**src/rtl/unibus_master_pkg.sv**
```systemverilog
// Shared state encoding and constants for the ARM-commanded Unibus master.
package unibus_master_pkg;

    typedef enum logic [2:0] {IDLE, REQ, SACK, SETUP, WAIT, HOLD, END} state_t;

    localparam logic [1:0]  DATI  = 2'b00;
    localparam logic [1:0]  DATO  = 2'b10;
    localparam logic [1:0]  DATOB = 2'b11;

    localparam logic [31:0] UNIBUS_MASTER_ID = 32'h554D1001;

endpackage

```
**src/rtl/unibus_master_timer.sv**
```systemverilog
// Loadable 16-bit down-counter with zero flag; holds at zero.
module unibus_master_timer (
    input  logic        CLOCK,
    input  logic        RESET,
    input  logic        load,
    input  logic [15:0] load_val,
    input  logic        dec,
    output logic        zero
);

    logic [15:0] count;

    always_ff @(posedge CLOCK or negedge RESET) begin
        if (!RESET)
            count <= '0;
        else if (load)
            count <= load_val;
        else if (dec && count != '0)
            count <= count - 16'd1;
    end

    assign zero = (count == '0);

endmodule

```
**src/rtl/unibus_master.sv**
```systemverilog
// Unibus master: NPR arbitration then one DATI/DATO/DATOB cycle per ARM command.
// Define UNIBUS_MASTER_TIMEOUT_EN to abort a WAIT with no SSYN after TIMEOUT clocks.
module unibus_master
    import unibus_master_pkg::*;
#(
    parameter int DESKEW  = 15,
    parameter int TIMEOUT = 1000
) (
    input  logic        CLOCK,
    input  logic        RESET,
    input  logic        armwrite,
    input  logic [1:0]  armraddr,
    input  logic [1:0]  armwaddr,
    input  logic [31:0] armwdata,
    output logic [31:0] armrdata,
    input  logic        npg_in_h,
    input  logic        bbsy_in_h,
    input  logic        ssyn_in_h,
    input  logic        init_in_h,
    input  logic [15:0] d_in_h,
    output logic        npr_out_h,
    output logic        sack_out_h,
    output logic        bbsy_out_h,
    output logic        msyn_out_h,
    output logic [17:0] a_out_h,
    output logic [1:0]  c_out_h,
    output logic [15:0] d_out_h
);

    state_t      state, state_nxt;
    logic        busy, done, error, aborted, enable;
    logic [17:0] addr;
    logic [1:0]  cyc_type;
    logic [15:0] wdata, rdata;
    logic        tmr_load, tmr_dec, tmr_zero;
    logic [15:0] tmr_val;
    logic        complete, abort, capture, timed_out;
    logic        arm_wr, start, on_bus;

    assign arm_wr = armwrite && !init_in_h;
    assign start  = arm_wr && armwaddr == 2'd1 && armwdata[31] && !busy && enable;

    unibus_master_timer u_timer (
        .CLOCK    (CLOCK),
        .RESET    (RESET),
        .load     (tmr_load),
        .load_val (tmr_val),
        .dec      (tmr_dec),
        .zero     (tmr_zero)
    );

    // Loading N gives N+1 clocks in the state before the zero flag moves it on.
    always_comb begin
        state_nxt = state;
        tmr_load  = 1'b0;
        tmr_val   = 16'(DESKEW);
        tmr_dec   = 1'b0;
        complete  = 1'b0;
        capture   = 1'b0;
        timed_out = 1'b0;
        abort     = 1'b0;
        unique case (state)
            IDLE:  if (start) state_nxt = REQ;
            REQ:   if (npg_in_h) state_nxt = SACK;
            SACK:  if (!bbsy_in_h && !ssyn_in_h) begin
                       state_nxt = SETUP;
                       tmr_load  = 1'b1;
                   end
            SETUP: if (tmr_zero) begin
                       state_nxt = WAIT;
                       tmr_load  = 1'b1;
                       tmr_val   = 16'(TIMEOUT - 1);
                   end else
                       tmr_dec = 1'b1;
            WAIT:  if (ssyn_in_h) begin
                       state_nxt = HOLD;
                       capture   = (cyc_type == DATI);
                       tmr_load  = 1'b1;
                   end
`ifdef UNIBUS_MASTER_TIMEOUT_EN
                   else if (tmr_zero) begin
                       state_nxt = END;
                       timed_out = 1'b1;
                   end else
                       tmr_dec = 1'b1;
`endif
            HOLD:  if (tmr_zero) state_nxt = END;
                   else          tmr_dec   = 1'b1;
            END:   if (!ssyn_in_h) begin
                       state_nxt = IDLE;
                       complete  = 1'b1;
                   end
            default: state_nxt = IDLE;
        endcase
        if (state != IDLE && init_in_h) begin
            state_nxt = IDLE;
            abort     = 1'b1;
            complete  = 1'b0;
            capture   = 1'b0;
            timed_out = 1'b0;
            tmr_load  = 1'b0;
            tmr_dec   = 1'b0;
        end
    end

    always_ff @(posedge CLOCK or negedge RESET) begin
        if (!RESET) begin
            state    <= IDLE;
            busy     <= 1'b0;
            done     <= 1'b0;
            error    <= 1'b0;
            aborted  <= 1'b0;
            enable   <= 1'b0;
            addr     <= '0;
            cyc_type <= '0;
            wdata    <= '0;
            rdata    <= '0;
        end else begin
            state <= state_nxt;
            if (start) begin
                busy     <= 1'b1;
                done     <= 1'b0;
                error    <= 1'b0;
                aborted  <= 1'b0;
                addr     <= armwdata[17:0];
                cyc_type <= armwdata[30:29];
            end
            if (complete || abort) begin
                busy <= 1'b0;
                done <= 1'b1;
            end
            if (abort)     aborted <= 1'b1;
            if (timed_out) error   <= 1'b1;
            if (capture)   rdata   <= d_in_h;
            if (arm_wr && armwaddr == 2'd2) wdata  <= armwdata[31:16];
            if (arm_wr && armwaddr == 2'd3) enable <= armwdata[31];
        end
    end

    assign on_bus     = state inside {SETUP, WAIT, HOLD, END};
    assign npr_out_h  = (state == REQ);
    assign sack_out_h = (state == SACK);
    assign bbsy_out_h = on_bus;
    assign msyn_out_h = state inside {WAIT, HOLD};
    assign a_out_h    = on_bus ? addr : '0;
    assign c_out_h    = on_bus ? cyc_type : '0;
    assign d_out_h    = (on_bus && cyc_type[1]) ? wdata : '0;

    always_comb begin
        unique case (armraddr)
            2'd0: armrdata = UNIBUS_MASTER_ID;
            2'd1: armrdata = {busy, done, error, aborted, 10'b0, addr};
            2'd2: armrdata = {wdata, rdata};
            2'd3: armrdata = {enable, 31'b0};
        endcase
    end

endmodule

```
**config.mk**
```make
export PLATFORM = sky130hd
export DESIGN_NAME = unibus_master
export DESIGN_NICKNAME = d
export VERILOG_FILES = /design/src/rtl/unibus_master_pkg.sv /design/src/rtl/unibus_master_timer.sv /design/src/rtl/unibus_master.sv
export SDC_FILE = /design/constraint.sdc
export NUM_CORES = 1
export LEC_CHECK = 0
export CORE_ASPECT_RATIO = 0.7
export CORE_MARGIN = 2
export CORE_UTILIZATION = 46
export DETAILED_ROUTE_END_ITERATION = 7
export GPL_TIMING_DRIVEN = 0
export PLACE_DENSITY = 0.8
export SYNTH_ARGS = -nofsm -noshare
export SYNTH_HDL_FRONTEND = slang
export SYNTH_SLANG_ARGS = --single-unit
```
**constraint.sdc**
```tcl
create_clock -name CLOCK -period 2.7 [get_ports CLOCK]
set_clock_uncertainty 0.15 [all_clocks]
set_input_delay 0.405 -clock CLOCK [delete_from_list [all_inputs] [get_ports CLOCK]]
set_output_delay 0.405 -clock CLOCK [all_outputs]
set_load 0.01 [all_outputs]
```
# Word level (Yosys, flattened, before mapping)
# Cells that the tools add are included.
dict set report totals {
  regBits 75
  in_bits 59
}
dict set report op_classes {
  muxes 37
  n_eq_ne 19
  n_reduce_logical 29
  add_sub_neg 1
}
# cell count
set ops {}
lappend ops {{case mux 32 bit (4 select lines)} 1}
lappend ops {{2-to-1 mux 16 bit} 3}
lappend ops {{2-to-1 mux 3 bit} 8}
lappend ops {{case mux 3 bit (7 select lines)} 1}
lappend ops {{2-to-1 mux 10 bit} 2}
lappend ops {{2-to-1 mux 1 bit} 19}
lappend ops {{2-to-1 mux 18 bit} 1}
lappend ops {{zero test 16 bit} 1}
lappend ops {{nonzero test 16 bit} 1}
lappend ops {{subtractor 16 x 1 -> 16 bit, second input constant} 1}
lappend ops {{inequality test 3 bit, second input constant} 5}
lappend ops {{logical AND 1 bit} 11}
lappend ops {{== test 3 bit, second input constant} 3}
lappend ops {{== test 2 bit, second input constant} 4}
lappend ops {{nonzero test 2 bit} 4}
lappend ops {{AND reduction 7 bit} 1}
lappend ops {{== test 3 x 2 -> 1 bit, second input constant} 2}
lappend ops {{== test 2 x 1 -> 1 bit, second input constant} 2}
lappend ops {{zero test 1 bit} 4}
lappend ops {{zero test 2 bit} 2}
lappend ops {{nonzero test 4 bit} 1}
lappend ops {{== test 3 x 1 -> 1 bit, second input constant} 1}
lappend ops {{zero test 3 bit} 1}
lappend ops {{inequality test 3 x 1 -> 1 bit, second input constant} 1}
lappend ops {{other kinds (6)} 6}

# Longest topological paths before layout
dict set report logic_depth {
  depth_word 9
  mapped_depth 7
  depth_no_buf 7
}

# By module
# A second synthesis with hierarchy kept.
dict set report hier_totals {
  cells_unflattened 395
  hier_area_um2 4117.7
}
# mod instances cells_each seq_area_each_um2 area_per_inst_um2
set modules_own_cells {}
lappend modules_own_cells {unibus_master 1 271 1476.4 3062.9}
lappend modules_own_cells {unibus_master_timer 1 124 400.4 1054.8}

# Least setup slack after synthesis
# Ideal clock, no wire load.
dict set report synth_path {
  path_kind {reg-to-output}
  start {register state[2]}
  end {output port a_out_h[10]}
  slack_ns 0.625
  n_path_buf 2
  t_required_ns 2.145
  arrival_time_ns 1.520
  path_stages_with_launch 5
  path_cell_list {dfrtp_1 clkbuf_1 xnor2_1 clkbuf_1 and2_1}
}
dict set report synth_via {
  elab_chain_len 3
  word_cells_on_any_way 6
}
# element line
set synth_lines {}
lappend synth_lines {{start: declaration} unibus_master.sv:30} ;# state_t state, state_nxt;
lappend synth_lines {{start signal: assignment} unibus_master.sv:119} ;# state <= state_nxt;
lappend synth_lines {{== test 3 x 2 -> 1 bit / == test 3 bit (equally long branches)} unibus_master.sv:140} ;# assign on_bus = state inside {SETUP, WAIT, HOLD, END};
lappend synth_lines {{nonzero test 4 bit (*)} unibus_master.sv:140}
lappend synth_lines {{named net bbsy_out_h} unibus_master.sv:23} ;# output logic bbsy_out_h,
lappend synth_lines {{2-to-1 mux 18 bit (*)} unibus_master.sv:145} ;# assign a_out_h = on_bus ? addr : '0;
lappend synth_lines {{end: declaration} unibus_master.sv:25} ;# output logic [17:0] a_out_h,
# The timed path passes the listed nets; every way through them passes the cells marked *.

# Worst setup path after layout
dict set report layout_path {
  start {input port armraddr[0]}
  end {output port armrdata[31]}
}
dict set report layout_via {
  elab_chain_len 2
  word_cells_on_any_way 5
}
# element line
set layout_lines {}
lappend layout_lines {{start: declaration} unibus_master.sv:12} ;# input logic [1:0] armraddr,
lappend layout_lines {{== test 2 bit (tied with other cells)} unibus_master.sv:150} ;# unique case (armraddr)
lappend layout_lines {{case mux 32 bit (4 select lines) (*)} unibus_master.sv:150}
lappend layout_lines {{end: declaration} unibus_master.sv:15} ;# output logic [31:0] armrdata,
# Mark *: on every way between the ends. The rest lies on a longest branch, timed or not.

==> impl_metrics.toml <==
[clocking]
cts_buffers = 9
clk_latency_ps = 340
clk_pin_slew_ps = 60
cts_tree = "yes"
root_buffer = "clkbuf_16"
htreeDepth = 3
cts_buffer_depth = 2
clkSinkCount = 75

[setup_path]
end_kind = "output pin"
critPathBufInv = 3
arrival_ps = 2130
crit_slowest_cell = "clkdlybuf4s50_1"
r2r_start = "u_timer.count[0]"
cpMostUsedCell = "clkdlybuf4s50_1"
required_ps = 2140
cp_cell_sequence = "clkdlybuf4s50_1 -> nor2b_2 -> clkbuf_4 -> a22o_1 -> clkdlybuf4s50_1"
crit_path_start_kind = "primary input"
cp_top_family = "buffers and inverters"
crit_start = "armraddr[0]"
slowest_delay_ps = 560
setup.worst_path.class = "primary input to output pin"
path_max_fanout = 10

[floorplan]
rows = 28
dieArea_sq_um = 9350
die_height_um = 81.5
num_io_pins = 131
initial_core_util_pct = 47.0
die_w_um = 115
core_sq_um = 8410

[sta]
hold_viol = 0
period_needed_ps = 2680
post-route-period-util_pct = 99.4
setup_viol = 0
maxSlewHeadroom_pct = 54.8
tightest_slew_ps = 672
slew_violations = 0
setup_ws_ps = 16.0
fmax_mhz = 373

[power_and_ir_drop]
power_leakage_nw = 3.01
power_density_nw_per_um2 = 627
ir_drop_mv = 0.336
power.total_w = 0.00370

[routing]
wire_per_inst_um = 19.0
vias = 3577
dr.pass1.iters = 4
antenna_left = 0
drt_iter0_markers = 201
route.detailed.drc = 0
routed_wirelength_um = 12200
viasPerCell = 5.59

[final_layout]
nNetsFinal = 591
ff_latch_area_sq_um = 1880
syn2layout_area_growth_pct = 49.3
multi_input_area_sq_um = 1990
drive_gt1_share_pct = 19.1
num_antenna_cells = 0
fill_cells = 623

[global_routing]
grt_usage_pct = 26.1
antenna_found_initial = 0
grt_pass1_wl_um = 18400
grt_pass1_vias = 3573
overflow = 0
grt_max_degree = 63

[flow_run]
drv_cap = 0

[synth]
synth_cells = 377
synth_area_sq_um = 3950
avgSynthCellArea_sq_um = 10.5
synth-edff-count = 0
synth-async-reset-ratio_pct = 100
yosysUniqueCellTypes = 47
ys.flop_type = "dfrtp_1"
synth_seq_area_share_pct = 47.5
yosysWarnings = 0
synth_nets = 438
ys_ff_latch = 75

[hold_path]
min_path_type = "primary input to asynchronous set/reset pin"

[placement]
pre_cts_ws_ps = -445
io_buffer_count = 129
gp_congestion = 0.878
dp_hpwl_um = 8610

[outcome]
status = "completed"
placed cells by master, fill, tap and decap left out, drive strengths merged, types with 4 or more instances in the layout:
master / synthesis / layout
dlymetal6s2s: 0 / 14
inv: 10 / 11
clkbuf: 15 / 28
dfrtp: 75 / 75
a22o: 16 / 16
nand4: 4 / 4
mux2: 49 / 49
nand2b: 7 / 7
o21ai: 17 / 17
dlygate4sd2: 0 / 21
nand3: 9 / 9
nor2b: 15 / 15
nor4: 6 / 6
nor2: 21 / 21
xor2: 8 / 8
clkdlybuf4s50: 0 / 93
nand2: 22 / 22
a21oi: 16 / 16
buf: 5 / 16
and3: 18 / 18
or3: 4 / 4
and2: 27 / 27
final cells by class:
cell class              count  share of cell area [%]
multi-input cells         272                    33.7
plain buffers              20                    2.21
well taps                 105                    2.23
flip-flops and latches     75                    31.9
inverters                  10                   0.637
clock buffers              11                    4.12
clock inverters             5                    1.04
repair buffers            142                    24.2
layer usage:
layer | part of all wire [%] | global-route usage [%]
met4 | 1.9 | 8.19
met1 | 44 | 34.7
met5 | 0 | 0
met3 | 5.5 | 7.08
met2 | 48 | 42.3
per-stage QoR:
stage | setup TNS [ps] | util (%) | cell area, sq um | instances | hold slack [ps]
floorplan | 0 | - | 3950 | 377 | -40.6
global placement | -131750 | 63.9 | 5370 | 611 | 308
detailed placement | -18220 | 64.2 | 5400 | 612 | 132
CTS | 0 | 69.3 | 5830 | 637 | 310
global route | -125 | 70.1 | 5900 | 640 | 332
finish | 0 | 70.1 | 5900 | 640 | 313
where the power goes:
group	switching (W)	total, W	internal [W]
registers	0.000200	0.00154	0.00134
logic	0.000429	0.000915	0.000486
clock network	0.000496	0.00124	0.000745
total	0.00112	0.00370	0.00257
path summary, 6_finish.rpt:
kind                                     end  slack [ps]  depth (start not counted)
min                                 state[1]         310                          2
min in group CLOCK                   aborted         340                          2
max                             armrdata[31]          20                          5
min reg2reg                          aborted         340                          2
max reg2reg                u_timer.count[15]         240                          7
max in group asynchronous          rdata[11]        1510                          3
what timing repair did:
item                       CTS  global route
setup endpoints to repair   57            40
setup buffers                5             3
cloned                       3             0
gates resized for setup     46            21
hold endpoints to repair    13             0
pin swaps                    1             0
hold buffers                 1             0
cells in the mapped netlist (2+ instances only):
library cell | instances | area, sq um
ha_1 | 2 | 25.0
nand4_1 | 4 | 25.0
inv_1 | 10 | 37.5
o21ai_0 | 17 | 85.1
nor4b_1 | 2 | 17.5
nor2b_1 | 15 | 93.8
nand2_1 | 22 | 82.6
or3_1 | 3 | 18.8
nand3_1 | 9 | 45.0
nand4b_1 | 2 | 17.5
clkbuf_1 | 15 | 56.3
nor4_4 | 2 | 42.5
buf_2 | 2 | 10.0
dfrtp_1 | 75 | 1880
a22oi_1 | 2 | 15.0
nor2_1 | 21 | 78.8
a22o_1 | 16 | 140
mux2_2 | 48 | 541
and2_1 | 26 | 163
nor4_1 | 4 | 25.0
nor3_1 | 3 | 15.0
buf_1 | 3 | 11.3
xor2_1 | 8 | 70.1
mux2i_1 | 3 | 30.0
and3_1 | 18 | 113
xnor2_1 | 3 | 26.3
a211oi_1 | 2 | 15.0
a21oi_1 | 15 | 75.1
nand2b_1 | 7 | 43.8
logic make-up after synthesis:
| family | count (synthesis) | synth area share [%] |
|---|---|---|
| and+or+nand+nor | 148 | 21.9 |
| DFF | 75 | 47.5 |
| AOI/OAI and AO/OA | 59 | 9.85 |
| muxes | 52 | 14.7 |
| buffers and inverters | 30 | 2.92 |
| xor gates and xnor gates | 11 | 2.44 |
| adders and majority gates | 2 | 0.634 |
state kept, by name, indices dropped and copies added, names as in the netlist:
signal,flops
busy,1
aborted,1
enable,1
cyc_type,2
state,3
done,1
rdata,16
addr,18
u_timer.count,16
wdata,16
(Power assumes the default switching activity.)
